==> src/rtl/uart_tx.sv <==
// UART transmitter: accepts one word per valid/ready handshake and sends it as
// start bit, LSB-first data, optional odd/even parity and 1..2 stop bits.
module uart_tx #(
    parameter int P_SYSTEM_CLK      = 50_000_000,
    parameter int P_UART_BURD_RATE  = 9600,
    parameter int P_UART_DATA_WIDTH = 8,
    parameter int P_UART_CHECK_ON   = 1,
    parameter int P_UART_STOP_WIDTH = 1
) (
    input  logic                         i_clk,
    input  logic                         i_rst,
    input  logic [P_UART_DATA_WIDTH-1:0] i_user_tx_data,
    input  logic                         i_user_tx_valid,
    output logic                         o_user_tx_ready,
    output logic                         o_uart_tx,
    output logic                         o_tx_busy
);

    localparam int          BIT_CYC    = P_SYSTEM_CLK / P_UART_BURD_RATE;
    localparam logic [15:0] BAUD_LAST  = 16'(BIT_CYC - 1);
    localparam logic [3:0]  DATA_LAST  = 4'(P_UART_DATA_WIDTH - 1);
    localparam logic [3:0]  STOP_LAST  = 4'(P_UART_STOP_WIDTH - 1);
    localparam bit          HAS_PARITY = (P_UART_CHECK_ON != 0);

    typedef enum logic [2:0] {IDLE, START, DATA, PARITY, STOP} state_t;

    state_t                       state, state_nxt;
    logic [15:0]                  baud_cnt, baud_nxt;
    logic [3:0]                   bit_idx, idx_nxt;
    logic [P_UART_DATA_WIDTH-1:0] shift_reg, shift_nxt;
    logic                         parity_bit, parity_nxt;
    logic                         tx_reg, tx_nxt;
    logic                         ready_reg, ready_nxt;
    logic                         busy_reg;
    logic                         bit_end;

    function automatic logic frame_parity(input logic [P_UART_DATA_WIDTH-1:0] d);
        return (P_UART_CHECK_ON == 2) ? ^d : ~^d;
    endfunction

    assign bit_end = (baud_cnt == BAUD_LAST);

    always_ff @(posedge i_clk) begin
        if (i_rst) begin
            state      <= IDLE;
            baud_cnt   <= '0;
            bit_idx    <= '0;
            shift_reg  <= '0;
            parity_bit <= 1'b0;
            tx_reg     <= 1'b1;
            ready_reg  <= 1'b1;
            busy_reg   <= 1'b0;
        end else begin
            state      <= state_nxt;
            baud_cnt   <= baud_nxt;
            bit_idx    <= idx_nxt;
            shift_reg  <= shift_nxt;
            parity_bit <= parity_nxt;
            tx_reg     <= tx_nxt;
            ready_reg  <= ready_nxt;
            busy_reg   <= ~ready_nxt;
        end
    end

    // Line level and ready are computed one cycle ahead so the outputs come straight from flops.
    always_comb begin
        state_nxt  = state;
        baud_nxt   = baud_cnt;
        idx_nxt    = bit_idx;
        shift_nxt  = shift_reg;
        parity_nxt = parity_bit;
        tx_nxt     = tx_reg;
        ready_nxt  = ready_reg;

        if (state != IDLE) begin
            baud_nxt = bit_end ? 16'd0 : baud_cnt + 16'd1;
        end

        case (state)
            IDLE: begin
                baud_nxt  = '0;
                idx_nxt   = '0;
                tx_nxt    = 1'b1;
                ready_nxt = 1'b1;
                if (i_user_tx_valid && ready_reg) begin
                    shift_nxt  = i_user_tx_data;
                    parity_nxt = frame_parity(i_user_tx_data);
                    state_nxt  = START;
                    tx_nxt     = 1'b0;
                    ready_nxt  = 1'b0;
                end
            end
            START: begin
                if (bit_end) begin
                    state_nxt = DATA;
                    tx_nxt    = shift_reg[0];
                end
            end
            DATA: begin
                if (bit_end) begin
                    shift_nxt = shift_reg >> 1;
                    if (bit_idx == DATA_LAST) begin
                        idx_nxt = '0;
                        if (HAS_PARITY) begin
                            state_nxt = PARITY;
                            tx_nxt    = parity_bit;
                        end else begin
                            state_nxt = STOP;
                            tx_nxt    = 1'b1;
                        end
                    end else begin
                        idx_nxt = bit_idx + 4'd1;
                        tx_nxt  = shift_reg[1];
                    end
                end
            end
            PARITY: begin
                if (bit_end) begin
                    state_nxt = STOP;
                    tx_nxt    = 1'b1;
                end
            end
            STOP: begin
                if (bit_end) begin
                    if (bit_idx == STOP_LAST) begin
                        state_nxt = IDLE;
                        idx_nxt   = '0;
                        tx_nxt    = 1'b1;
                        ready_nxt = 1'b1;
                    end else begin
                        idx_nxt = bit_idx + 4'd1;
                    end
                end
            end
            default: begin
                state_nxt = IDLE;
            end
        endcase
    end

    assign o_uart_tx       = tx_reg;
    assign o_user_tx_ready = ready_reg;
    assign o_tx_busy       = busy_reg;

endmodule

==> config.mk <==
export PLATFORM = sky130hd
export DESIGN_NAME = uart_tx
export DESIGN_NICKNAME = d
export VERILOG_FILES = /design/src/rtl/uart_tx.sv
export SDC_FILE = /design/constraint.sdc
export NUM_CORES = 1
export LEC_CHECK = 0
export BUFFER_PORTS_ARGS = -buffer_cell sky130_fd_sc_hd__buf_2
export CORE_UTILIZATION = 49
export CTS_BUF_LIST = sky130_fd_sc_hd__clkbuf_8 sky130_fd_sc_hd__clkbuf_16
export DETAILED_ROUTE_END_ITERATION = 8
export GPL_ROUTABILITY_DRIVEN = 0
export GPL_TIMING_DRIVEN = 0
export PLACE_DENSITY = 0.67
export REMOVE_ABC_BUFFERS = 1
export SETUP_SLACK_MARGIN = 0.15
export SLEW_MARGIN = 40
export SYNTH_ARGS = -nofsm -noshare
export SYNTH_HDL_FRONTEND = slang
export SYNTH_SLANG_ARGS = --single-unit
==> constraint.sdc <==
create_clock -name i_clk -period 4.5 [get_ports i_clk]
set_clock_uncertainty 0.1 [all_clocks]
set_input_delay 0.9 -clock i_clk [delete_from_list [all_inputs] [get_ports i_clk]]
set_output_delay 0.9 -clock i_clk [all_outputs]
set_load 0.02 [all_outputs]
* After elaboration in Yosys (flattened, before gate mapping)
Index checks and enable logic that the tools add are counted.
** Storage, ports and cells
- Bits of input ports :: 11
- Bits in registers :: 35
- Output and inout bits :: 3
** Operators by class
- Bitwise logic cells :: 1
- Muxes and demuxes :: 28
- Equality and inequality tests :: 13
- Add/subtract/negate cells :: 2
- Reductions and logical operators :: 14
** Operators by type and width (number)
- $mux 3 :: 7
- $add 16x1->16 const B :: 1
- $eq 16x13->1 const B :: 1
- $mux 16 :: 1
- $mux 4 :: 4
- $mux 8 :: 2
- $pmux 8 s2 :: 1
- $pmux 3 s5 :: 1
- $ne 2x2->1 const B :: 7
- $pmux 4 s3 :: 1
- $mux 1 :: 9
- $reduce_xnor 8->1 :: 1
- $reduce_and 7->1 :: 1
- $eq 3x2->1 const B :: 2
- $reduce_and 3->1 :: 2
- $reduce_and 6->1 :: 1
- $reduce_bool 3->1 :: 2
- $pmux 1 s5 :: 1
- $reduce_bool 5->1 :: 1
- $add 4x1->4 const B :: 1
- $eq 4x3->1 const B :: 1
- $logic_not 4->1 :: 1
- $eq 3x1->1 const B :: 1
- $eq 3x3->1 const B :: 1
- other kinds (7) :: 7

* Depth between registers and ports, before layout
- Depth in word-level cells :: 5
- Depth in mapped cells :: 7
- Gate-level depth less buffers :: 7

* Worst setup path after synthesis
Ideal clock, no wire load.
- Kind :: input-to-reg
- Start :: input i_rst
- End :: register baud_cnt[10]
- Stages :: 5
- Setup slack :: 2.650 ns
- Path buffers :: 2
- Arrival :: 1.633 ns
- Cells stage by stage :: buf_1 -> nor2_1 -> nand2_1 -> buf_2 -> nor2_1
** On the way
- Word-level cells in the longest chain between the ends :: 1
** Ends and longest elaborated chain
- from (decl) :: line 11 : input logic i_rst,
- $reduce_or 2->1 (no source line)
- to (signal assigned) :: line 55 : baud_cnt <= baud_nxt;
- to (decl) :: line 28 : logic [15:0] baud_cnt, baud_nxt;
Every way passes these cells.
A chain may end at the register's enable or synchronous reset.

* Worst setup path after layout
- Start :: register state[1]
- End :: register baud_cnt[15]
** On the way
- Word-level cells in the longest chain between the ends :: 2
** Ends and longest elaborated chain
- from (decl) :: line 27 : state_t state, state_nxt;
- from (signal assigned) :: line 54 : state <= state_nxt;
- $logic_not 3->1 :: line 79 : case (state)
- $reduce_or 2->1 (no source line)
Several ways; a longest one is shown, not always the timed one.

==> run summary <==
status: complete, no violations
critical path peak fanout: 18
setup TNS: 0 ns
share of cells above drive strength 1: 12.50%
Detail Placement HPWL: 2.620 mm
hold buffers post-CTS: 0
insertion delay of the later-clocked pin in the worst-skew pair: 0.28 ns
Post-CTS Setup Bufs: 0
final hold vios: 0
GR met2 Demand/Resource: 36.17%
final setup vio count: 0
Final min period: 2.180 ns
post-cts sizing count: 0
drt via density: 5.687
max-slew violation count: 0
DR DRC count: 0
DR pass1 iterations: 5
ys async rst share: 0%
maxcap violations: 0
Post-synth EDFFs: 0
VDD IR max: 0.2375 mV
grt total ovfl: 0
pwr dens: 308.9 mW/mm2
IO buf count: 13
Top Ports: 14
Synth Flop Type: dfxtp_1
multi-input logic area: 0.001008 mm2
kind of end point of the critical path: register
Synth top area share: 39.66%
Warnings, synthesis: 0
Layout fillers: 300
RSZ-0062 raised after global routing: false
max_slew headroom: 57.58%
Final nets: 229
crit share post-route: 48.45%
DR WL/cell: 13.82 um
Sequential Area: 700.7 um2
initial antenna violation count: 0
vias in the first global route: 1351
top post-synthesis cells by area: dfxtp_1 (40%), xnor2_1 (7.4%), nor2_1 (5.5%)
unique cell type count in the Yosys netlist: 44
standard-cell row count: 21
hold crit path type: register to register
clock tree root driver cell: clkbuf_8
Synth Instances: 204
DR iter-0 viols: 115
Tot GR Track Use: 21.79%
Die Y: 62.05 um
top-count cell post-synth: dfxtp_1
Synth Register Bits: 35
Worst-Margin Slew: 0.6305 ns
synthesized area: 0.001767 mm2
n_diodes: 0
DIE WIDTH: 62.05 um
Startpoint Class: register
global-route wire length before repair: 6.065 mm
ANT nets after route: 0
GR peak layer: met2
Num CTS Buffers: 5
Worst EP arrival: 2.23 ns
Post-Route WL: 3.621 mm
total core area: 0.003390 mm2
H-Tree Depth: 2
CTS tree: built
CTS max path bufs: 2
GR Layer Usage met1: 28.01%
Largest register FFs: 16
register area share after synthesis: 39.66%
area grow syn2layout: 9.348%
Synth area leader: dfxtp_1
Reg clk slew, reported paths: 0.07 ns
leakage power: 0.0006778 uW
die area: 0.003850 mm2
Crit path required time: 4.55 ns
Synth top cells by count: dfxtp_1 (35), nor2_1 (26), nand2_1 (21)
clock sinks: 35
Fmax achieved: 458.7 MHz
Non-Filler Instances: 262
initial core utilization: 52.12%
pin count of the biggest net entering global routing: 20
total number of vias: 1490
Tot Pwr: 596.7 uW
placed cell count: 254
Setup CP Type: register to register
Mean Syn Cell Area: 8.660 um2
grt met3 use: 5.176%
-- metrics by stage --
| stage | utilization [%] | instance area [um2] | worst slack [ns] | hold WS [ns] |
|---|---|---|---|---|
| 5_1_grt | 57.00 | 1932 | 2.184 | 0.3832 |
| 3_5_place_dp | 54.60 | 1851 | 2.388 | 0.3482 |
| 3_3_place_gp | 54.60 | 1851 | 2.424 | 0.3316 |
| 4_1_cts | 57.00 | 1932 | 2.365 | 0.3584 |
| 6_report | 57.00 | 1932 | 2.320 | 0.3569 |
| 2_1_floorplan | - | 1728 | 2.714 | 0.3176 |
-- cell families after synthesis --
family	count (synthesis)	share of synthesized area, %
simple gates	82	25.50
compound gates	43	15.65
flops	35	39.66
xor+xnor	23	11.40
buf+inv	14	3.257
fa+ha+maj	4	2.762
mux	3	1.771
-- metal layers --
metal / vias up / share of wire [%]
li1: 748 / -
met1: 696 / 45
met2: 41 / 50
met3: 5 / 4.3
met4: 0 / 1.1
met5: - / 0
-- critical path, stage by stage, from the launching register on --
cell     delay [ns]
dfxtp_1        0.72
nor3_2         0.21
nor4_1         0.63
nand3_1        0.17
xor2_1         0.17
nor2_1         0.06
-- where the power goes --
group / internal (uW) / total (uW) / switching [uW]
clock: 104 / 211 / 107
sequential: 320 / 329 / 9.35
combinational: 23.8 / 56.4 / 32.6
-- cell type report --
class | instances | area share, %
Timing Repair Buffer | 13 | 3.368
Multi-Input combinational cell | 155 | 52.20
Clock buffer | 5 | 3.562
Clock inverter | 3 | 0.6477
Inverter | 5 | 0.9715
Sequential cell | 35 | 36.27
Tap cell | 46 | 2.979
-- cells in the final DEF (no fill, tap or decap), drive strengths merged, types with 2 or more instances in the layout --
master / instances
a211oi: 2
a21oi: 17
a22oi: 7
a31oi: 3
and3: 5
buf: 13
clkbuf: 5
dfxtp: 35
ha: 3
inv: 7
mux2i: 2
nand2: 21
nand3: 7
nand3b: 2
nand4: 4
nor2: 26
nor3: 7
nor4: 2
nor4b: 3
o211ai: 2
o21ai: 5
xnor2: 15
xor2: 8
-- final timing paths --
check	start	end	slack, ns	depth (start not counted)
hold / removal	shift_reg[2]	shift_reg[2]	0.36	2
setup reg to reg	state[1]	baud_cnt[15]	2.32	5
setup / recovery	state[1]	baud_cnt[15]	2.32	5
hold reg to reg	shift_reg[2]	shift_reg[2]	0.36	2
Note: power is estimated with default switching activity, not from simulation.
